--- config.mk ---
export PLATFORM = sky130hd
export DESIGN_NAME = store_buffer
export DESIGN_NICKNAME = d
export VERILOG_FILES = /design/src/rtl/store_buffer.sv
export SDC_FILE = /design/constraint.sdc
export NUM_CORES = 1
export LEC_CHECK = 0
export ABC_AREA = 1
export CAP_MARGIN = 30
export CORE_MARGIN = 4
export CORE_UTILIZATION = 50
export CTS_CLUSTER_SIZE = 40
export DETAILED_ROUTE_END_ITERATION = 10
export PLACE_DENSITY_LB_ADDON = 0.3
export SLEW_MARGIN = 20
export SYNTH_ARGS = -nofsm -noshare
export SYNTH_HDL_FRONTEND = slang
export SYNTH_SLANG_ARGS = --single-unit
export TNS_END_PERCENT = 10
--- constraint.sdc ---
create_clock -name clk_i -period 6.03 [get_ports clk_i]
set_input_delay 1.206 -clock clk_i [delete_from_list [all_inputs] [get_ports clk_i]]
set_output_delay 1.206 -clock clk_i [all_outputs]
set_load 0.05 [all_outputs]
--- src/rtl/store_buffer.sv ---
// Posted-write buffer: FIFO of word stores drained to the data memory whenever
// no load owns the port, with youngest-match forwarding to loads.
module store_buffer #(
    parameter int DEPTH = 4
) (
    input  logic                       clk_i,
    input  logic                       rst_i,
    input  logic                       store_valid_i,
    input  logic [31:0]                store_addr_i,
    input  logic [31:0]                store_data_i,
    output logic                       store_ready_o,
    input  logic                       load_valid_i,
    input  logic [31:0]                load_addr_i,
    output logic                       load_hit_o,
    output logic [31:0]                load_data_o,
    output logic                       mem_write_o,
    output logic [31:0]                mem_addr_o,
    output logic [31:0]                mem_data_o,
    output logic                       empty_o,
    output logic [$clog2(DEPTH+1)-1:0] count_o
);
    localparam int PW = $clog2(DEPTH);
    localparam int CW = $clog2(DEPTH+1);

    logic [29:0]   addr_q [DEPTH];
    logic [31:0]   data_q [DEPTH];
    logic [PW-1:0] head_q, tail_q;
    logic [CW-1:0] count_q, count_d;
    logic          enq, deq, empty;

    assign empty         = (count_q == '0);
    assign store_ready_o = (count_q != CW'(DEPTH));
    assign enq           = store_valid_i && store_ready_o;
    assign deq           = !empty && !load_valid_i;

    assign empty_o     = empty;
    assign count_o     = count_q;
    assign mem_write_o = deq;
    assign mem_addr_o  = empty ? 32'h0 : {addr_q[head_q], 2'b00};
    assign mem_data_o  = empty ? 32'h0 : data_q[head_q];

    always_comb begin
        count_d = count_q;
        if (enq && !deq)      count_d = count_q + CW'(1);
        else if (!enq && deq) count_d = count_q - CW'(1);
    end

    // Pointers wrap naturally because DEPTH is a power of two.
    always_ff @(posedge clk_i or posedge rst_i) begin
        if (rst_i) begin
            head_q  <= '0;
            tail_q  <= '0;
            count_q <= '0;
        end else begin
            if (enq) tail_q <= tail_q + PW'(1);
            if (deq) head_q <= head_q + PW'(1);
            count_q <= count_d;
        end
    end

    // Entry storage is left uncleared; occupancy masks stale contents.
    always_ff @(posedge clk_i) begin
        if (enq) begin
            addr_q[tail_q] <= store_addr_i[31:2];
            data_q[tail_q] <= store_data_i;
        end
    end

    // Walk oldest to youngest so the last match (youngest) wins.
    always_comb begin
        logic [PW-1:0] idx;
        idx         = '0;
        load_hit_o  = 1'b0;
        load_data_o = 32'h0;
        for (int i = 0; i < DEPTH; i++) begin
            idx = head_q + PW'(i);
            if ((CW'(i) < count_q) && (addr_q[idx] == load_addr_i[31:2])) begin
                load_hit_o  = 1'b1;
                load_data_o = data_q[idx];
            end
        end
    end
endmodule

Word level (Yosys, flattened, before mapping)
Memory sizes are Yosys's and may differ from the RTL's.
Index checks and enable logic that the tools add are counted.
Storage, ports and cells
  input port bits: 100
  memory bits (writable): 248
  memories: 2
  register bits: 7
Memories
  data_q: depth 4, bits a word 32, rd ports 4, clocked after memory_dff 0, wr ports 1, line 26  | logic [31:0] data_q [DEPTH];
  addr_q: depth 4, bits a word 30, rd ports 4, clocked after memory_dff 0, wr ports 1, line 25  | logic [29:0] addr_q [DEPTH];
Cells by class
  equal/unequal tests: 5
  add/sub/neg operators: 6
  reduce and logical (&&, ||, !) cells: 14
  mux-type cells: 14
  magnitude comparators: 4
Operator list (count)
  $mux 32: 6
  $eq 30x30->1: 4
  $logic_and 1x1->1: 8
  $lt 1x3->1 const A: 2
  $lt 2x3->1 const A: 2
  $mux 1: 6
  $mux 3: 2
  $add 2x1->2 const B: 2
  $add 2x2->2 const B: 2
  $logic_not 1->1: 4
  $add 3x1->3 const B: 1
  $logic_not 3->1: 1
  $ne 3x3->1 const B: 1
  $sub 3x1->3 const B: 1
  $reduce_bool 2->1: 1

Longest topological paths before layout
Gate-level depths: netlist of run 1.
An unclocked memory read counts as a cell.
  depth in word-level cells: 7
  depth in mapped cells: 23

Worst setup path before layout of run 1
Ideal clock, no wire load.
  kind: reg-to-reg
  start: reg count_q[0], in the netlist count_o[0]
  end: mem addr_q[0][0], enable pin
  buffers on the path: 0
  library setup time: 0.482 ns
  cell stages (with the launch flop): 6
  setup slack: 1.229 ns
  data required time: 5.548 ns
  arrival: 4.319 ns
  period minus slack after synthesis: 4.801 ns
  cells stage by stage: dfrtp_1 -> inv_1 -> ha_1 -> nand2_1 -> nand2_1 -> nor2_1
Between the ends
  word-level cells in the longest chain between the ends: 4
Ends and longest elaborated chain
  start, declared: line 28  | logic [CW-1:0] count_q, count_d;
  start signal, assigned: line 57  | count_q <= count_d;
  $ne 3x3->1: line 32  | assign store_ready_o = (count_q != CW'(DEPTH));
  via store_ready_o: line 11  | output logic store_ready_o,
  $logic_and 1x1->1: line 33  | assign enq = store_valid_i && store_ready_o;
  $mux 1: line 63  | if (enq) begin
  $mux 1 (implied by the code): line 64  | addr_q[tail_q] <= store_addr_i[31:2];
  end, declared: line 25
The timed path passes the listed nets, and every way through them passes these cells.

Final worst setup path of run 1
  start: reg head_q[0]
  end: out load_data_o[28]
Between the ends
  word-level cells in the longest chain between the ends: 7
  elaborated cells on any way between the ends: 17
  those cells by class: 3 x add/sub; 4 x eq/ne; 4 x mux; 4 x reduce/logical; 2 x memory
Ends and longest elaborated chain
  start, declared: line 27  | logic [PW-1:0] head_q, tail_q;
  start signal, assigned: line 56  | if (deq) head_q <= head_q + PW'(1);
  $add 2x1->2 or $mem_v2 4x30 (tied branches)
  $mem_v2 4x30 or $eq 30x30->1 (tied branches)
  $eq 30x30->1 or $logic_and 1x1->1 (tied branches): line 77  | if ((CW'(i) < count_q) && (addr_q[idx] == load_addr_i[31:2])) begin
  $logic_and 1x1->1 or $mux 32 (tied branches): line 77
  $mux 32 (2 in a row): line 77
  $mux 32 *: line 77
  end, declared: line 15  | output logic [31:0] load_data_o,
Mark *: on every way between the ends. The rest lies on a longest branch, timed or not.

==> results of run 1 <==
[synthesized netlist by cell type, drive strengths merged]
master	count
mux2i	32
nand4	8
edfxtp	248
and2	1
o21ai	184
or2	1
a21boi	2
xnor2	1
dfrtp	7
inv	226
conb	1
clkbuf	58
o22ai	4
o211ai	87
ha	9
a21oi	35
nand2	1379
nor2	145
buf	92
nand3	149
nand3b	1
xor2	21
[area by class of cell]
type / count / share of cell area
Sequential cell: 255 / 0.352
Clock buffer: 35 / 0.0345
Antenna cell: 2 / 0.000231
Multi-Input combinational cell: 2061 / 0.416
Timing Repair Buffer: 224 / 0.123
Clock inverter: 14 / 0.00831
Inverter: 226 / 0.0394
Tap cell: 461 / 0.0266
[tightest hold or removal path: cells and delay by family, from the launching register on]
| family | cells | cell delay [ps] |
|---|---|---|
| flops | 1 | 390 |
| compound gates | 1 | 60 |
| simple gates | 1 | 60 |
[kinds of logic (layout without fill, tap and decap cells)]
group / count (synthesis) / count (layout) / share of synthesized area
buffers and inverters: 376 / 499 / 0.0873
xor gates and xnor gates: 22 / 22 / 0.0106
and+or+nand+nor: 1684 / 1684 / 0.361
other: 1 / 4 / 0.000206
AOI/OAI and AO/OA: 312 / 312 / 0.0984
DFF: 255 / 255 / 0.419
muxes: 32 / 32 / 0.0176
adders and majority gates: 9 / 9 / 0.00619
[state kept, by name (all words and copies together), names as in the netlist]
register,cells
data_q,128
count_o,3
addr_q,120
tail_q,2
head_q,2
[power by group through the flow]
| stage | clock network (W) | logic, W | registers (W) |
|---|---|---|---|
| CTS | 0.00177 | 0.00813 | 0.00256 |
| finish | 0.00175 | 0.00820 | 0.00256 |
| global placement | 0 | 0.00788 | 0.00258 |
| detailed placement | 0 | 0.00808 | 0.00259 |
| global route | 0.00185 | 0.00901 | 0.00260 |
| floorplan | 0 | 0.00580 | 0.00256 |
[through the flow]
| stage | hold slack, ps | setup slack [ps] |
|---|---|---|
| 4_1_cts | 545 | 354 |
| 3_3_place_gp | 526 | 876 |
| 6_report | 547 | 335 |
| 5_1_grt | 606 | 33.4 |
| 2_1_floorplan | 580 | 1230 |
| 3_5_place_dp | 528 | 872 |
[layer usage]
metal / share of wire / up-vias / routed length, microns
met2: 0.46 / 858 / 26400
li1: - / 8830 / -
met3: 0.10 / 153 / 5840
met5: 0.00061 / - / 35
met1: 0.41 / 8322 / 23600
met4: 0.032 / 6 / 1830
[how the worst min path moves through the flow]
stage                           from         end  depth (start not counted)  slack [ps]
after floorplan            tail_q[1]   tail_q[1]                          2         580
after global placement    count_o[1]  count_o[1]                          2         530
after detailed placement  count_o[1]  count_o[1]                          2         530
after CTS                 count_o[1]  count_o[1]                          2         550
after global routing      count_o[0]  count_o[0]                          1         610
final                     count_o[1]  count_o[1]                          2         550
==> impl_metrics.sql, run 1 <==
INSERT INTO impl_metrics (metric_group, metric, value, unit) VALUES
('outcome', 'run_status', 'complete, but fails checks', ''),
('outcome', 'violations', 'DRC', ''),
('flow_run', 'max-cap-violations', '0', ''),
('detailed_routing', 'drt_first_iter_violations', '1823', ''),
('global_routing', 'globalRoute.busiestLayer', 'met2', ''),
('global_routing', 'largest_net_degree_at_the_start_of_global_routing', '168', ''),
('finish', 'finalCoreUtilization', '0.607', ''),
('setup_path', 'worst-setup-path-type', 'flip-flop to primary output', ''),
('placed_design', 'detailed_place_hpwl', '39200', 'microns'),
('placed_design', 'dpl.cell_count', '3227', ''),
('sta', 'timing.final.hold_violations', '0', ''),
('floorplanning', 'design.core.area', '35700', 'sq um'),
('setup_path', 'worstSetupStartpoint', 'head_q[0]', ''),
('power', 'clkPwrFrac', '0.140', ''),
('setup_path', 'timing.rr.start', 'count_o[0]', ''),
('yosys', 'syn-mean-instance-area', '6.76', 'sq um'),
('yosys', 'syn_inst', '2691', ''),
('floorplanning', 'fp-row-count', '69', ''),
('worst_hold_path', 'min-delay-path-class', 'flip-flop to flip-flop', ''),
('detailed_routing', 'dr.pass1.iters', '9', ''),
('setup_path', 'critical_path_buf_inv_count', '4', ''),
('sta', 'grt_setup_unrepaired', 'false', ''),
('finish', 'post-route-cell-area', '21700', 'sq um'),
('global_routing', 'grt_remaining_overflow', '0', ''),
('power', 'power_per_cell_area', '577', 'nW/um^2'),
('power', 'power.ir.vdd_worst', '576', 'uV'),
('setup_path', 'timing.critical_path.required', '4820', 'ps'),
('clock_tree', 'cts_max_level', '1', ''),
('finish', 'area_delta_synth_final', '19.2', '%'),
('global_routing', 'met2_usage', '0.467', ''),
('yosys', 'synth_top_cell_area_share', '0.410', ''),
('global_routing', 'grt_pass1_wl', '89700', 'microns'),
('detailed_routing', 'detail_routed_net_length_per_standard_cell', '17.6', 'microns'),
('yosys', 'synth_area_leader_cell', 'edfxtp_1', ''),
('setup_path', 'crit-reg2reg-capture', 'addr_q[1][9]', ''),
('power', 'switching_share', '0.539', ''),
('clock_tree', 'cts_tree', 'yes', ''),
('clock_tree', 'cts_made_buffers', '29', ''),
('clock_tree', 'cts_setup_buffers', '0', ''),
('yosys', 'netlist_area', '18200', 'sq um'),
('global_routing', 'groute.usage.overall', '0.286', ''),
('power', 'total_switching_power', '0.00675', 'W'),
('yosys', 'synth_seq_cells', '255', ''),
('power', 'power.share.combinational', '0.655', ''),
('floorplanning', 'dieWidth', '199', 'microns'),
('clock_tree', 'clock_tree.buffer_depth', '3', ''),
('power', 'power_report.internal_total', '0.00577', 'W'),
('clock_tree', 'number_of_hold_buffers_added_after_cts', '0', ''),
('setup_path', 'critical_path.slowest_cell', 'dfrtp_4', ''),
('detailed_routing', 'drt-total-wl', '57700', 'microns'),
('clock_tree', 'worst_setup_hold_path_clk_slew', '60', 'ps'),
('detailed_routing', 'postRouteAntennaNets', '0', ''),
('finish', 'highest_count_cells_in_the_layout_ignoring_fill_and_taps', 'nand2_1, edfxtp_1, inv_1', ''),
('setup_path', 'critical_path.endpoint_type', 'primary output', ''),
('setup_path', 'path_cells', 'inv_4 -> nand2_1 -> nand2_4 -> buf_12 -> nand2_1 -> nand3_1 -> nand2_1 -> nor2_1 -> and2_0 -> nand2_1 -> nor2_2 -> buf_4 -> nand3_1 -> nand2_1 -> nand2_1 -> nand2_1 -> nand2_1 -> nand2_1 -> buf_12', ''),
('power', 'total_leakage_power', '10.3', 'nW'),
('setup_path', 'start_kind', 'flip-flop', ''),
('sta', 'worst_pin_slew', '839', 'ps'),
('setup_path', 'r2r_slack', '3170', 'ps'),
('finish', 'multiInputGateArea', '9020', 'sq um'),
('detailed_routing', 'drt_drc_violations_left', '2', ''),
('finish', 'layout.filler_cells', '3177', ''),
('sta', 'worst_slew_margin_rel', '0.439', ''),
('placed_design', 'placement.io_buffers', '196', ''),
('global_routing', 'grt_pass1_vias', '16871', ''),
('clock_tree', 'cts_resized', '0', ''),
('global_routing', 'use_met1', '0.389', ''),
('sta', 'final-setup-viol-count', '0', ''),
('setup_path', 'critical_path.max_stage_delay', '680', 'ps'),
('sta', 'layout_min_cycle_time', '5690', 'ps'),
('finish', 'final_cells', '3278', '');
No activity file was read; power rests on OpenSTA's default activity.
==> inputs of run 2 (changes only) <==
Settings changed: CORE_UTILIZATION 50 to 57.
==> impl_metrics.sql, run 2 (synthesis results as in run 1) <==
INSERT INTO impl_metrics (metric_group, metric, value, unit) VALUES
('global_routing', 'grt_pass1_wl', '91700', 'microns'),
('finish', 'highest_count_cells_in_the_layout_ignoring_fill_and_taps', 'nand2_1, edfxtp_1, inv_1', ''),
('detailed_routing', 'detail_routed_net_length_per_standard_cell', '18.2', 'microns'),
('finish', 'top_register', 'data_q', ''),
('sta', 'worst_slew_margin_rel', '0.416', ''),
('floorplanning', 'fp-row-count', '65', ''),
('clock_tree', 'cts_made_buffers', '29', ''),
('detailed_routing', 'dr.pass1.iters', '6', ''),
('sta', 'maximum_operating_frequency', '175', 'MHz'),
('floorplanning', 'number_of_i_o_pins', '203', ''),
('finish', 'nets', '2912', ''),
('worst_hold_path', 'min-delay-path-class', 'flip-flop to flip-flop', ''),
('sta', 'timing.setup.tns', '0', 'ps'),
('placed_design', 'routabilityCongestion', '0.971', ''),
('power', 'power.ir.vdd_worst', '649', 'uV'),
('global_routing', 'largest_net_degree_at_the_start_of_global_routing', '119', ''),
('clock_tree', 'clock_tree.buffer_depth', '3', ''),
('sta', 'layout_min_cycle_time', '5710', 'ps'),
('finish', 'final_common_cell', 'nand2_1', ''),
('setup_path', 'timing.critical_path.required', '4820', 'ps'),
('clock_tree', 'cts_max_level', '1', ''),
('global_routing', 'groute.usage.overall', '0.326', ''),
('detailed_routing', 'drt_first_iter_violations', '2125', ''),
('floorplanning', 'die_h', '187', 'microns'),
('sta', 'grt_setup_unrepaired', 'false', ''),
('worst_hold_path', 'hold_path_startpoint', 'count_o[1]', ''),
('finish', 'area_delta_synth_final', '18.8', '%'),
('setup_path', 'timing.rr.start', 'count_o[0]', ''),
('outcome', 'run_status', 'complete, no violations', ''),
('finish', 'seq_area', '7630', 'sq um'),
('power', 'total_leakage_power', '10.3', 'nW'),
('global_routing', 'globalRoute.busiestLayer', 'met2', ''),
('global_routing', 'grt_remaining_overflow', '0', ''),
('finish', 'largest_reg_flops', '128', ''),
('setup_path', 'start_kind', 'flip-flop', ''),
('finish', 'finalCoreUtilization', '0.686', ''),
('clock_tree', 'cts_tree', 'yes', ''),
('setup_path', 'worstSetupStartpoint', 'head_q[0]', ''),
('sta', 'final-max-slew-violation-count', '0', ''),
('floorplanning', 'die-area', '34800', 'sq um'),
('clock_tree', 'clock_tree.root_cell', 'clkbuf_16', ''),
('detailed_routing', 'via_count', '18649', ''),
('global_routing', 'grt.met3_usage', '0.0574', ''),
('power', 'power_per_cell_area', '580', 'nW/um^2'),
('sta', 'fin_worst_hold_slack', '555', 'ps'),
('clock_tree', 'cts_resized', '0', ''),
('clock_tree', 'cts_num_sinks', '255', ''),
('setup_path', 'path_max_fanout', '60', ''),
('clock_tree', 'cts_setup_buffers', '0', ''),
('global_routing', 'grt_pass1_vias', '17587', ''),
('clock_tree', 'clock_latency', '560', 'ps'),
('floorplanning', 'dieWidth', '187', 'microns'),
('setup_path', 'cp.arrival', '4510', 'ps'),
('placed_design', 'placement.io_buffers', '196', ''),
('setup_path', 'worst-setup-path-type', 'flip-flop to primary output', ''),
('clock_tree', 'worst_setup_hold_path_clk_slew', '60', 'ps'),
('sta', 'layout_worst_path_cycle_share', '0.948', ''),
('detailed_routing', 'drt_drc_violations_left', '0', ''),
('sta', 'final-setup-viol-count', '0', ''),
('detailed_routing', 'via_per_inst', '5.77', ''),
('flow_run', 'max-cap-violations', '0', ''),
('global_routing', 'use_met1', '0.434', ''),
('sta', 'finClkSkew', '16.5', 'ps'),
('floorplanning', 'start_util', '0.578', ''),
('detailed_routing', 'drt-total-wl', '58900', 'microns'),
('global_routing', 'antenna_found_initial', '7', ''),
('placed_design', 'detailed_place_hpwl', '39600', 'microns'),
('finish', 'layout.filler_cells', '2542', ''),
('global_routing', 'met2_usage', '0.544', ''),
('clock_tree', 'number_of_hold_buffers_added_after_cts', '0', ''),
('sta', 'timing.final.hold_violations', '0', ''),
('floorplanning', 'design.core.area', '31500', 'sq um'),
('setup_path', 'critical_path.endpoint_type', 'primary output', ''),
('sta', 'worst_pin_slew', '876', 'ps'),
('detailed_routing', 'postRouteAntennaNets', '0', ''),
('finish', 'layout-drive-gt1-share', '0.0432', ''),
('finish', 'multiInputGateArea', '9020', 'sq um');
==> run 2: changes by cell type in the layout (fill, tap and decap cells not counted) <==
cell,previous run,this run
clkinv_2,1,4
bufinv_16,4,2
inv_16,1,0
clkbuf_1,6,9
buf_16,2,4
diode_2,2,4
buf_12,43,39
buf_4,16,24
clkinv_1,7,8
==> run 2: cell type report <==
| cell class | count | share of cell area |
|---|---|---|
| inverters | 226 | 0.0395 |
| flip-flops and latches | 255 | 0.353 |
| clock inverters | 15 | 0.00550 |
| repair buffers | 230 | 0.125 |
| clock buffers | 38 | 0.0352 |
| multi-input cells | 2061 | 0.418 |
| well taps | 402 | 0.0233 |
| diodes | 4 | 0.000463 |
==> run 2: routing by layer <==
layer	wire length, microns	vias to the layer above
met5	34	-
met4	1900	6
met3	6230	155
met2	27500	1017
met1	23200	8625
li1	-	8846
==> run 2: metrics by stage <==
stage                     cell area [sq um]  setup slack (ps)  std cells  power, W
after floorplan                       18200              1230       2692   0.00836
after global placement                20600               926       3170    0.0105
after detailed placement              20600               954       3171    0.0107
after CTS                             21500               426       3224    0.0124
after global routing                  21600              57.5       3230    0.0134
final                                 21600               316       3231    0.0125
==> run 2: power by group <==
group          switching [W]  internal, W
Clock               0.000704     0.000963
Combinational        0.00596      0.00237
Sequential          0.000183      0.00235
Total                0.00684      0.00569
==> run 2: worst paths after layout <==
path / to / slack (ps) / cells past startpoint
worst max-delay path: load_data_o[25] / 320 / 20
worst min-delay path: count_o[1] / 550 / 2
worst max register to register: data_q[1][5] / 3150 / 6
worst min register to register: count_o[1] / 550 / 2
max in group asynchronous: head_q[1] / 4890 / 2
min in group asynchronous: tail_q[1] / 890 / 2
==> run 2: critical path, cell delays in order (launching register included) <==
cell     delay (ps)
dfrtp_4         510
inv_4           380
buf_4           650
nand2_1         110
nand2_1         130
nand2_1          80
nand3_1         250
nand2_1          90
inv_1            50
nand2_1          60
nor2_1          180
nand2_1         120
nor2_2          120
buf_4           420
nand3_1         130
nand2_1         100
nand2_1          50
nand2_1          70
nand2_1          60
nand2_1         160
buf_12          160
